--- config.mk ---
export PLATFORM = sky130hd
export DESIGN_NAME = lpif_pipe_reader_flat
export DESIGN_NICKNAME = d
export VERILOG_FILES = /design/src/rtl/lpif_pipe_reader_if.sv /design/src/rtl/lpif_pipe_reader.sv /design/src/flat_wrapper.sv
export SDC_FILE = /design/constraint.sdc
export NUM_CORES = 1
export LEC_CHECK = 0
export CORE_UTILIZATION = 24
export CTS_CLUSTER_SIZE = 10
export DETAILED_ROUTE_END_ITERATION = 7
export GPL_TIMING_DRIVEN = 0
export MAX_ROUTING_LAYER = met4
export PLACE_DENSITY = 0.47
export SLEW_MARGIN = 15
export SYNTH_ARGS = -nofsm -noshare
export SYNTH_HDL_FRONTEND = slang
export SYNTH_SLANG_ARGS = --single-unit
export TNS_END_PERCENT = 1
--- constraint.sdc ---
create_clock -name lclk -period 2.9 [get_ports lclk]
set_input_delay 0.29 -clock lclk [delete_from_list [all_inputs] [get_ports lclk]]
set_output_delay 0.29 -clock lclk [all_outputs]
set_load 0.02 [all_outputs]
--- src/rtl/lpif_pipe_reader_if.sv ---
// ---------------------------------------------------------------------------
// lpif_pipe_reader_if
//   Bundles the two handshakes of the LPIF pipe reader:
//     upstream   : in_empty / in_rddata (from buffer), in_pop (to buffer)
//     downstream : out_valid / out_data / out_last (to sink), out_ready (from sink)
//   Modports:
//     master : the reader itself (pops upstream, drives the chunk stream)
//     slave  : the environment (upstream buffer plus downstream sink)
//   OUT_WIDTH is derived from DATA_WIDTH and RATIO and cannot be overridden.
// ---------------------------------------------------------------------------
interface lpif_pipe_reader_if #(
    parameter int DATA_WIDTH = 32,
    parameter int RATIO      = 4
);
    localparam int OUT_WIDTH = DATA_WIDTH / RATIO;

    logic                  in_empty;
    logic [DATA_WIDTH-1:0] in_rddata;
    logic                  in_pop;

    logic                  out_valid;
    logic [OUT_WIDTH-1:0]  out_data;
    logic                  out_last;
    logic                  out_ready;

    modport master (
        input  in_empty,
        input  in_rddata,
        output in_pop,
        output out_valid,
        output out_data,
        output out_last,
        input  out_ready
    );

    modport slave (
        output in_empty,
        output in_rddata,
        input  in_pop,
        input  out_valid,
        input  out_data,
        input  out_last,
        output out_ready
    );
endinterface

--- src/rtl/lpif_pipe_reader.sv ---
// ---------------------------------------------------------------------------
// lpif_pipe_reader
//   Drains words from an upstream push/pop buffer into a local hold register
//   and replays each word downstream as RATIO LSB-first chunks of
//   DATA_WIDTH/RATIO bits on a valid/ready interface.
//
//   Ports:
//     lclk       : clock, rising edge
//     reset      : asynchronous, active-low reset
//     bus        : lpif_pipe_reader_if.master (upstream empty/rddata/pop,
//                  downstream valid/data/last/ready)
//     drain_en   : gate for new pops; a word already held always completes
//     busy       : hold register occupied (same as out_valid)
//     words_done : count of fully delivered words, wraps at 16 bits
//
//   The next word is popped in the same cycle the last chunk of the current
//   word is accepted, so a continuously fed stream has no bubbles.
// ---------------------------------------------------------------------------
module lpif_pipe_reader #(
    parameter int DATA_WIDTH = 32,
    parameter int RATIO      = 4
) (
    input  logic                  lclk,
    input  logic                  reset,
    lpif_pipe_reader_if.master    bus,
    input  logic                  drain_en,
    output logic                  busy,
    output logic [15:0]           words_done
);
    localparam int OUT_WIDTH = DATA_WIDTH / RATIO;
    // One index bit is kept even for RATIO=1; it then never leaves zero
    // because every chunk is the last one.
    localparam int IDX_W = (RATIO > 1) ? $clog2(RATIO) : 1;
    localparam logic [IDX_W-1:0] IDX_LAST = IDX_W'(RATIO - 1);

    typedef enum logic {
        IDLE = 1'b0,
        SEND = 1'b1
    } state_t;

    state_t                state_reg;
    logic [DATA_WIDTH-1:0] hold_reg;
    logic [IDX_W-1:0]      idx_reg;
    logic [15:0]           words_done_reg;

    logic hold_valid;
    logic last_chunk;
    logic acc;
    logic lacc;
    logic pop;

    assign hold_valid = (state_reg == SEND);
    assign last_chunk = hold_valid & (idx_reg == IDX_LAST);
    assign acc        = hold_valid & bus.out_ready;
    assign lacc       = acc & last_chunk;

    // Reset term keeps the strobe low during reset so the upstream buffer
    // never loses a word that this block is about to discard.
    assign pop = reset & ~bus.in_empty & drain_en & (~hold_valid | lacc);

    always_ff @(posedge lclk or negedge reset) begin
        if (!reset) begin
            state_reg      <= IDLE;
            hold_reg       <= '0;
            idx_reg        <= '0;
            words_done_reg <= '0;
        end else begin
            if (pop) begin
                // Covers both IDLE->SEND and a back-to-back SEND->SEND reload.
                hold_reg  <= bus.in_rddata;
                state_reg <= SEND;
                idx_reg   <= '0;
            end else if (lacc) begin
                // hold_reg deliberately keeps the old word.
                state_reg <= IDLE;
                idx_reg   <= '0;
            end else if (acc) begin
                idx_reg <= idx_reg + IDX_W'(1);
            end

            if (lacc) begin
                words_done_reg <= words_done_reg + 16'd1;
            end
        end
    end

    // Chunk select: slice the hold register into RATIO lanes, index by idx.
    generate
        if (RATIO == 1) begin : g_single
            assign bus.out_data = hold_reg;
        end else begin : g_multi
            logic [OUT_WIDTH-1:0] chunk [RATIO];
            for (genvar gi = 0; gi < RATIO; gi++) begin : g_lane
                assign chunk[gi] = hold_reg[gi*OUT_WIDTH +: OUT_WIDTH];
            end
            assign bus.out_data = chunk[idx_reg];
        end
    endgenerate

    assign bus.in_pop    = pop;
    assign bus.out_valid = hold_valid;
    assign bus.out_last  = last_chunk;
    assign busy          = hold_valid;
    assign words_done    = words_done_reg;

endmodule

--- src/flat_wrapper.sv ---
// flat-port wrapper written by rule: the top's interface ports become plain ports
module lpif_pipe_reader_flat 
#(
    parameter int DATA_WIDTH = 32,
    parameter int RATIO      = 4
)
  (lclk, reset, drain_en, busy, words_done, bus_in_empty, bus_in_rddata, bus_in_pop, bus_out_valid, bus_out_data, bus_out_last, bus_out_ready);
  lpif_pipe_reader_if #(.DATA_WIDTH(DATA_WIDTH), .RATIO(RATIO)) bus_i ();
  input  logic lclk;
  input  logic reset;
  input  logic drain_en;
  output logic busy;
  output logic [15:0] words_done;
  input wire logic [$bits(bus_i.in_empty)-1:0] bus_in_empty;
  input wire logic [$bits(bus_i.in_rddata)-1:0] bus_in_rddata;
  output wire logic [$bits(bus_i.in_pop)-1:0] bus_in_pop;
  output wire logic [$bits(bus_i.out_valid)-1:0] bus_out_valid;
  output wire logic [$bits(bus_i.out_data)-1:0] bus_out_data;
  output wire logic [$bits(bus_i.out_last)-1:0] bus_out_last;
  input wire logic [$bits(bus_i.out_ready)-1:0] bus_out_ready;
  assign bus_i.in_empty = bus_in_empty;
  assign bus_i.in_rddata = bus_in_rddata;
  assign bus_in_pop = bus_i.in_pop;
  assign bus_out_valid = bus_i.out_valid;
  assign bus_out_data = bus_i.out_data;
  assign bus_out_last = bus_i.out_last;
  assign bus_i.out_ready = bus_out_ready;
  lpif_pipe_reader #(.DATA_WIDTH(DATA_WIDTH), .RATIO(RATIO)) u_core (.lclk(lclk), .reset(reset), .bus(bus_i), .drain_en(drain_en), .busy(busy), .words_done(words_done));
endmodule
==> results of run 1 <==
-- timing repair --
action / in CTS / in global routing
hold buffers: 2 / 0
gates resized for setup: 2 / 4
pin swaps: 0 / 0
endpoints found under the setup margin: 1 / 8
hold endpoints to repair: 51 / 0
-- critical path: cells and delay by family (launching register included) --
kind	cells	cell delay [ns]
buf+inv	2	0.93
simple gates	1	0.15
fa+ha+maj	1	0.32
compound gates	1	0.26
flops	1	0.41
-- metal layers --
layer	global-route usage [%]	routed length, um	part of all wire, %
met1	14.0	2350	47
met2	18.8	2360	47
met3	3.37	295	5.9
met4	2.38	22	0.44
met5	-	0	0
-- where the power goes --
part	switching (W)	internal (W)	leakage, nW
logic	0.000489	0.000679	0.668
registers	0.000142	0.000966	0.633
clock network	0.000258	0.000261	0.0548
-- cells by family after synthesis --
logic type | share of synthesized area [%]
flip-flops | 55.6
AND/OR/NAND/NOR | 10.5
multiplexers | 23.6
XOR/XNOR | 5.73
buffers and inverters | 2.40
AO/OA/AOI/OAI | 1.04
adder cells (fa/ha/maj) | 1.09
-- stage by stage --
| stage | total power [W] | hold slack [ns] | setup TNS (ns) | std cells |
|---|---|---|---|---|
| floorplan | 0.00183 | -0.00559 | 0 | 164 |
| global placement | 0.00229 | 0.457 | -75.01 | 357 |
| detailed placement | 0.00230 | 0.389 | -0.225 | 357 |
| CTS | 0.00284 | 0.480 | 0 | 367 |
| global route | 0.00297 | 0.502 | 0 | 367 |
| finish | 0.00280 | 0.474 | 0 | 367 |
-- synth_stat cells --
| cell | number |
|---|---|
| xnor2_1 | 7 |
| and4_1 | 1 |
| and3_1 | 1 |
| inv_1 | 3 |
| buf_2 | 3 |
| buf_1 | 1 |
| nand3_1 | 5 |
| xor2_1 | 8 |
| and3_2 | 1 |
| ha_1 | 2 |
| nor4_2 | 1 |
| mux4_2 | 8 |
| mux2_2 | 32 |
| buf_4 | 1 |
| nor2_1 | 4 |
| nor3_1 | 4 |
| and2b_2 | 1 |
| nand2_1 | 14 |
| or4_4 | 1 |
| o21ai_0 | 2 |
| nor3b_1 | 1 |
| or3_2 | 1 |
| nand3_4 | 1 |
| nand3b_1 | 3 |
| a21oi_1 | 1 |
| o2111ai_1 | 1 |
| clkbuf_1 | 1 |
| nand4_1 | 2 |
| dfrtp_1 | 51 |
| and2_1 | 1 |
| clkbuf_8 | 1 |
-- layout make-up --
| cell class | count | share of cell area (%) |
|---|---|---|
| Sequential cell | 51 | 39.1 |
| Inverter | 3 | 0.345 |
| Clock inverter | 3 | 1.42 |
| Tap cell | 129 | 4.94 |
| Timing Repair Buffer | 66 | 20.8 |
| Buffer | 7 | 1.46 |
| Clock buffer | 5 | 2.11 |
| Multi-Input combinational cell | 103 | 29.8 |
-- path summary, 6_finish.rpt --
path / startpoint / endpoint / slack [ns]
max: u_core.idx_reg[0]$_DFFE_PN0P_ / bus_in_pop / 0.22
min: u_core.words_done[15]$_DFFE_PN0P_ / u_core.words_done[15]$_DFFE_PN0P_ / 0.47
max reg2reg: u_core.idx_reg[0]$_DFFE_PN0P_ / u_core.words_done[15]$_DFFE_PN0P_ / 0.88
min reg2reg: u_core.words_done[15]$_DFFE_PN0P_ / u_core.words_done[15]$_DFFE_PN0P_ / 0.47
max in group asynchronous: reset / u_core.hold_reg[0]$_DFFE_PN0P_ / 2.14
min in group asynchronous: reset / u_core.words_done[1]$_DFFE_PN0P_ / 0.53
==> metrics.cfg, run 1 <==
[worst_hold_path]
hp-class=reg2reg
hold_depth=1

[setup_path]
crit_fanout=10
endpoint_kind=output pin
cp_slowest_cell=clkdlybuf4s50_1
cp_cell_sequence=ha_1 -> nand2_1 -> a21oi_4 -> clkbuf_4 -> clkdlybuf4s50_1
critical_path_class=reg2out
critPathLaunchType=flop
r2r_cells=5
max_stage_delay_ns=0.64
cp.required_ns=2.61
arrival_ns=2.39

[sta]
rsz0062_at_grt=no
setup_viol=0
final.setup_skew_ns=0.00824
fmax_mhz=373
period_needed_ns=2.68
slew_headroom_pct=58.4
slew_violations=0
fin_ws_ns=0.219
fin_crit_sh_pct=92.4
hold_viol=0
worstMarginPinSlew_ns=0.623

[cells_and_area]
fillCellCount=937
layout_common_cells=63 x clkdlybuf4s50_1, 51 x dfrtp_1, 32 x mux2_2, 14 x nand2_1
largest_reg_flops=32
drive_above_1_share_pct=26.5
final_util_pct=35.3
final_common_cell=clkdlybuf4s50_1
ff_latch_area_sq_um=1280
diodes=0
area_growth_pct=42.3
multi_input_area_sq_um=973
layout.nets=276
finalInstanceArea_sq_um=3260

[clocking]
cts_num_sinks=51
cts_max_level=2
cts_tree=built
clk_pin_slew_ns=0.10
post_cts_buffers=0
cts_buffers=5
root_buffer=clkbuf_8
clk-insertion-delay-late_ns=0.31
clockBufferDepth=2

[detailed_routing]
wirelength_um=5030
wire_per_inst_um=13.7
drtAntennaViolNets=0
drt-vias-per-instance=4.17
firstDrtPassIters=4
drc=0
num_vias=1532
drtIter0Drc=37

[pwr]
powerDensity_nw_per_um2=856
irDropWorstVdd_mv=0.407
cellLeakagePower_nw=1.36

[floorplan]
die_area_sq_um=9950
die_w_um=99.8
die_y_um=99.8
io_pins=65
core_sq_um=9240
fp-row-count=35
start_util_pct=24.8

[placed_design]
dp_hpwl_um=3530
place_congestion=0.727
dpl_worst_slack_ns=-0.225
post_dp_cell_area_sq_um=3090
io_buffers=64

[synth]
syn_area_sq_um=2290
syn_inst=164
yosysSeqAreaShare_pct=55.6
ys_ff_latch=51
syn_nets=203
yosysUniqueCellTypes=31
synth_top_cell_area_share_pct=55.6
yosys.area.top_type=dfrtp_1
synth_area_leaders=dfrtp_1 56%, mux2_2 16%, mux4_2 7.9%
syn_area_per_cell_sq_um=14.0
yosys_warnings=0

[flow_run]
maxCapViolations=0

[outcome]
status=complete, no violations

[global_route]
grt_antenna_before_repair=0
grt_pass1_vias=1736
grt-ovfl-total=0
track_usage_pct=11.4
grt_pass1_wl_um=8460
grt_max_degree=52

Note: power is estimated with default switching activity, not from simulation.
==> inputs of run 2 (changes only) <==
Settings changed: HOLD_SLACK_MARGIN set to 0.05, PLACE_DENSITY 0.47 to 0.48.
==> run 2 against run 1 <==
Worst setup slack better by 0.00090 ns. Non-clock buffer count unchanged. Core utilization decreased by 0.26 points. Critical path type unchanged. Critical endpoint unchanged. Highest routed layer unchanged.
==> metrics.cfg, run 2 (same netlist as run 1, synthesis figures left out) <==
[setup_path]
critPathLaunchType=flop
cp.required_ns=2.61  ; about the same
r2r_cells=5  ; unchanged
crit_fanout=10  ; unchanged
endpoint_kind=output pin
r2r_end=u_core.words_done[15]$_DFFE_PN0P_
arrival_ns=2.39  ; about the same
r2r_slack_ns=0.87  ; about the same
critical_path_class=reg2out
r2r_start=u_core.idx_reg[0]$_DFFE_PN0P_

[detailed_routing]
drtIter0Drc=39  ; +5.4%
drtAntennaViolNets=0  ; unchanged
drt-vias-per-instance=4.18  ; about the same
wirelength_um=4980  ; -1.1%
num_vias=1533  ; +0.065%
firstDrtPassIters=4  ; unchanged
drc=0  ; unchanged
wire_per_inst_um=13.6  ; -1.1%

[sta]
period_needed_ns=2.68  ; -0.000896 ns
rsz0062_at_grt=no
final.setup_skew_ns=0.00751  ; -0.000725 ns
worstMarginPinSlew_ns=0.684  ; +0.0609 ns
slew_violations=0  ; unchanged
hold_viol=0  ; unchanged
finalSetupTns_ns=0  ; unchanged
fin_ws_ns=0.220  ; +0.000896 ns
slew_headroom_pct=54.4  ; -4.1 points
setup_viol=0  ; unchanged
fin_hold_ws_ns=0.466  ; -0.00818 ns
fin_crit_sh_pct=92.4  ; about the same
fmax_mhz=373  ; about the same

[global_route]
grt_pass1_vias=1580  ; -9.0%
grt_antenna_before_repair=0  ; unchanged
track_usage_pct=11.1  ; -0.34 points
grt-ovfl-total=0  ; unchanged
grt_max_degree=52  ; unchanged
grt_pass1_wl_um=8140  ; -3.7%

[cells_and_area]
final_common_cell=clkdlybuf4s50_1
ff_latch_area_sq_um=1280  ; unchanged
area_growth_pct=41.3
fillCellCount=929  ; -0.85%
drive_above_1_share_pct=26.5  ; unchanged
multi_input_area_sq_um=973  ; unchanged
layout_common_cells=63 x clkdlybuf4s50_1, 51 x dfrtp_1, 32 x mux2_2, 14 x nand2_1
largest_reg_flops=32  ; unchanged
diodes=0  ; unchanged
layout.nets=276  ; unchanged
finalInstanceArea_sq_um=3240  ; -0.73%

[floorplan]
die_y_um=99.8  ; unchanged
die_w_um=99.8  ; unchanged
fp-row-count=35  ; unchanged
die_area_sq_um=9950  ; unchanged
start_util_pct=24.8  ; unchanged
io_pins=65  ; unchanged
core_sq_um=9240  ; unchanged

[clocking]
cts_tree=built
clk-insertion-delay-late_ns=0.30  ; about the same
cts_num_sinks=51  ; unchanged
root_buffer=clkbuf_8
cts_max_level=2  ; unchanged
clockBufferDepth=2  ; unchanged
clk_pin_slew_ns=0.09  ; about the same
cts_buffers=5  ; unchanged

[pwr]
comb_power_share_pct=43.0  ; +1.2 points
cellLeakagePower_nw=1.35  ; -0.39%
intPower_w=0.00182  ; -4.5%
powerDensity_nw_per_um2=835  ; -2.5%
switchingPower_w=0.000885  ; -0.50%
clockPowerShare_pct=15.9  ; -2.6 points
switching_share_pct=32.7  ; +0.89 points
irDropWorstVdd_mv=0.387  ; -4.8%
p_seq_share_pct=41.1  ; +1.4 points

[placed_design]
place_congestion=0.738  ; +1.5%
io_buffers=64  ; unchanged
post_dp_cell_area_sq_um=3090  ; unchanged
dp_hpwl_um=3460  ; -2.0%
dpl_worst_slack_ns=-0.239  ; -0.0133 ns

[worst_hold_path]
hp-class=reg2reg
worstHoldStart=u_core.words_done[15]$_DFFE_PN0P_
hold_depth=1  ; unchanged
holdPathEnd=u_core.words_done[15]$_DFFE_PN0P_

[flow_run]
maxCapViolations=0  ; unchanged

[outcome]
status=complete, no violations

run 2: cell types whose count changed in the layout (fill, tap and decap cells not counted):
cell        before  now
clkinvlp_4       1    0
bufinv_16        1    0
clkinv_2         0    1
inv_6            1    2
clkbuf_4         1    0
buf_4            1    2
run 2: worst max path at each step:
| stage | slack [ns] | startpoint | endpoint | depth (start not counted) |
|---|---|---|---|---|
| 2_1_floorplan | 1.05 | u_core.idx_reg[0]$_DFFE_PN0P_ | u_core.hold_reg[10]$_DFFE_PN0P_ | 5 |
| 4_1_cts | 0.003 | u_core.idx_reg[0]$_DFFE_PN0P_ | bus_out_data[4] | 3 |
| 3_5_place_dp | -0.24 | reset | bus_in_pop | 5 |
| 3_3_place_gp | -2.29 | reset | bus_in_pop | 5 |
| 6_report | 0.22 | u_core.idx_reg[0]$_DFFE_PN0P_ | bus_in_pop | 5 |
| 5_1_grt | 0.07 | u_core.idx_reg[0]$_DFFE_PN0P_ | bus_in_pop | 5 |
run 2: critical path: stages, from the launching register on:
cell	delay [ns]
dfrtp_1	0.42
ha_1	0.33
nand2_1	0.17
a21oi_4	0.27
buf_4	0.26
clkdlybuf4s50_1	0.63
run 2: cell type report:
type / count / share of cell area [%]
timing repair buffer: 66 / 21.0
sequential: 51 / 39.4
clock inverter: 3 / 0.695
buffer: 7 / 1.47
multi-input combinational: 103 / 30.0
tap: 129 / 4.98
inverter: 3 / 0.347
clock buffer: 5 / 2.12
run 2: through the flow:
stage	util [%]	cells	power [W]
CTS	35.0	367	0.00276
finish	35.1	367	0.00271
detailed placement	33.5	357	0.00230
global placement	33.5	357	0.00229
global route	35.1	367	0.00289
floorplan	-	164	0.00183
run 2: timing repair:
item	CTS	global route
hold endpoints to repair	51	0
cloned	0	0
setup endpoints to repair	4	8
buffers inserted	0	0
hold buffers	2	0
resized for setup	4	2
run 2: routing by layer:
| metal | global-route usage (%) | up-vias | part of all wire [%] |
|---|---|---|---|
| met5 | - | - | 0 |
| met4 | 2.71 | 0 | 0.70 |
| met3 | 3.51 | 5 | 6.2 |
| met2 | 17.1 | 48 | 47 |
| met1 | 14.1 | 754 | 46 |
| li1 | - | 726 | - |
run 2: power groups by stage:
| stage | Clock (W) | Combinational [W] | Sequential (W) |
|---|---|---|---|
| after floorplan | 0 | 0.000718 | 0.00111 |
| after global placement | 0 | 0.00116 | 0.00113 |
| after detailed placement | 0 | 0.00117 | 0.00113 |
| after CTS | 0.000454 | 0.00119 | 0.00112 |
| after global routing | 0.000488 | 0.00126 | 0.00115 |
| final | 0.000430 | 0.00116 | 0.00111 |
==> inputs of run 3 (changes only) <==
Settings changed: CORE_MARGIN set to 5.
==> run 3 against run 2 <==
Clock skew fell by 0.0013 ns. Count of clock-buffer cells in the layout up 3. Sequential cell count unchanged. Largest power group unchanged.
==> metrics.cfg, run 3 (same netlist as run 1, synthesis figures left out) <==
[outcome]
status=complete, no violations

[sta]
setup_viol=0  ; unchanged
fmax_mhz=373  ; -0.10%
final.setup_skew_ns=0.00618  ; -0.00133 ns
slew_violations=0  ; unchanged
period_needed_ns=2.68  ; +0.00280 ns
fin_crit_sh_pct=92.5  ; +0.097 points
slew_headroom_pct=55.5  ; +1.1 points
finalSetupTns_ns=0  ; unchanged
rsz0062_at_grt=no
worstMarginPinSlew_ns=0.668  ; -0.0162 ns
hold_viol=0  ; unchanged

[clocking]
cts_tree=built
root_buffer=clkbuf_8
post_cts_buffers=0  ; unchanged
cts_max_level=2  ; unchanged
clockBufferDepth=2  ; unchanged
clk_pin_slew_ns=0.09  ; about the same
cts_num_sinks=51  ; unchanged
clk-insertion-delay-late_ns=0.29  ; about the same
cts_buffers=5  ; unchanged

[pwr]
cellLeakagePower_nw=1.35  ; +0.15%
irDropWorstVdd_mv=0.395  ; +2.0%
powerDensity_nw_per_um2=841  ; +0.79%

[floorplan]
die_y_um=108  ; +8.0%
fp-row-count=35  ; unchanged
core_sq_um=9280  ; +0.47%
start_util_pct=24.7  ; -0.12 points
die_w_um=108  ; +8.0%
io_pins=65  ; unchanged
die_area_sq_um=11600  ; +17%

[placed_design]
dp_hpwl_um=3770  ; +9.0%
place_congestion=0.752  ; +1.9%
post_dp_cell_area_sq_um=3090  ; unchanged
io_buffers=64  ; unchanged

[setup_path]
cp.required_ns=2.61  ; about the same
critical_path_class=reg2out
critPathLaunchType=flop
arrival_ns=2.39  ; about the same
crit_fanout=10  ; unchanged
endpoint_kind=output pin

[global_route]
grt_max_degree=52  ; unchanged
grt_antenna_before_repair=0  ; unchanged
grt_pass1_vias=1627  ; +3.0%
track_usage_pct=9.81  ; -1.3 points
grt_pass1_wl_um=8510  ; +4.5%
grt-ovfl-total=0  ; unchanged

[cells_and_area]
layout.nets=276  ; unchanged
layout_common_cells=63 x clkdlybuf4s50_1, 51 x dfrtp_1, 32 x mux2_2, 14 x nand2_1
final_common_cell=clkdlybuf4s50_1
drive_above_1_share_pct=26.1  ; -0.42 points
final_util_pct=35.0  ; -0.071 points
largest_reg_flops=32  ; unchanged
diodes=0  ; unchanged
area_growth_pct=41.7
finalInstanceArea_sq_um=3250  ; +0.27%

[detailed_routing]
drtAntennaViolNets=0  ; unchanged
drc=0  ; unchanged
drtIter0Drc=21  ; -46%
drt-vias-per-instance=4.18  ; about the same
firstDrtPassIters=4  ; unchanged
wire_per_inst_um=14.6  ; +7.8%
wirelength_um=5370  ; +7.8%
num_vias=1534  ; +0.065%

[worst_hold_path]
hp-class=reg2reg

[flow_run]
maxCapViolations=0  ; unchanged

[run 3: power by group]
group / internal [W] / total (W) / leakage [nW] / switching [W]
Sequential: 0.000967 / 0.00111 / 0.633 / 0.000141
Combinational: 0.000679 / 0.00118 / 0.668 / 0.000497
Clock: 0.000219 / 0.000451 / 0.0515 / 0.000232
Total: 0.00186 / 0.00273 / 1.35 / 0.000870
[run 3: per-stage QoR]
step                setup WS (ns)  hold WS, ns  power (W)  cells
CTS                        0.0151        0.478    0.00278    367
finish                      0.217        0.479    0.00273    367
floorplan                    1.05     -0.00559    0.00183    164
detailed placement         -0.272        0.381    0.00231    357
global placement            -2.30        0.461    0.00230    357
global route               0.0336        0.513    0.00293    367
[run 3: worst paths after layout]
kind,startpoint,to,slack [ns],depth (start not counted)
hold reg to reg,u_core.words_done[15]$_DFFE_PN0P_,u_core.words_done[15]$_DFFE_PN0P_,0.48,1
min in group asynchronous,reset,u_core.words_done[5]$_DFFE_PN0P_,0.54,3
hold / removal,u_core.words_done[15]$_DFFE_PN0P_,u_core.words_done[15]$_DFFE_PN0P_,0.48,1
setup reg to reg,u_core.idx_reg[0]$_DFFE_PN0P_,u_core.words_done[15]$_DFFE_PN0P_,0.91,5
max in group asynchronous,reset,u_core.hold_reg[15]$_DFFE_PN0P_,2.12,3
setup / recovery,u_core.idx_reg[0]$_DFFE_PN0P_,bus_in_pop,0.22,5
[run 3: cell type report]
type                    count  area (sq um)
inverters                   3          11.3
fillers                   974          6030
plain buffers               7          47.5
flip-flops and latches     51          1280
multi-input cells         103           973
well taps                 129           161
clock buffers               8           100
repair buffers             66           679
[run 3: critical path, cell delays in order (launching register included)]
cell             delay [ns]
dfrtp_1                0.41
ha_1                   0.32
nand2_1                0.15
a21oi_4                0.27
clkbuf_4               0.31
clkdlybuf4s50_1        0.64
[run 3: per-layer routing]
layer / vias to the layer above / track usage, % / routed length [um]
li1: 727 / - / -
met1: 759 / 12.9 / 2500
met2: 46 / 15.3 / 2560
met3: 2 / 2.94 / 281
met4: 0 / 1.62 / 24
met5: - / - / 0
[run 3: repair_timing]
| action | in CTS | in global routing |
|---|---|---|
| endpoints found under the setup margin | 1 | 8 |
| endpoints found under the hold margin | 51 | 0 |
| resized for setup | 2 | 4 |
| cloned | 0 | 0 |
| hold buffers | 2 | 0 |
| pin swaps | 0 | 0 |
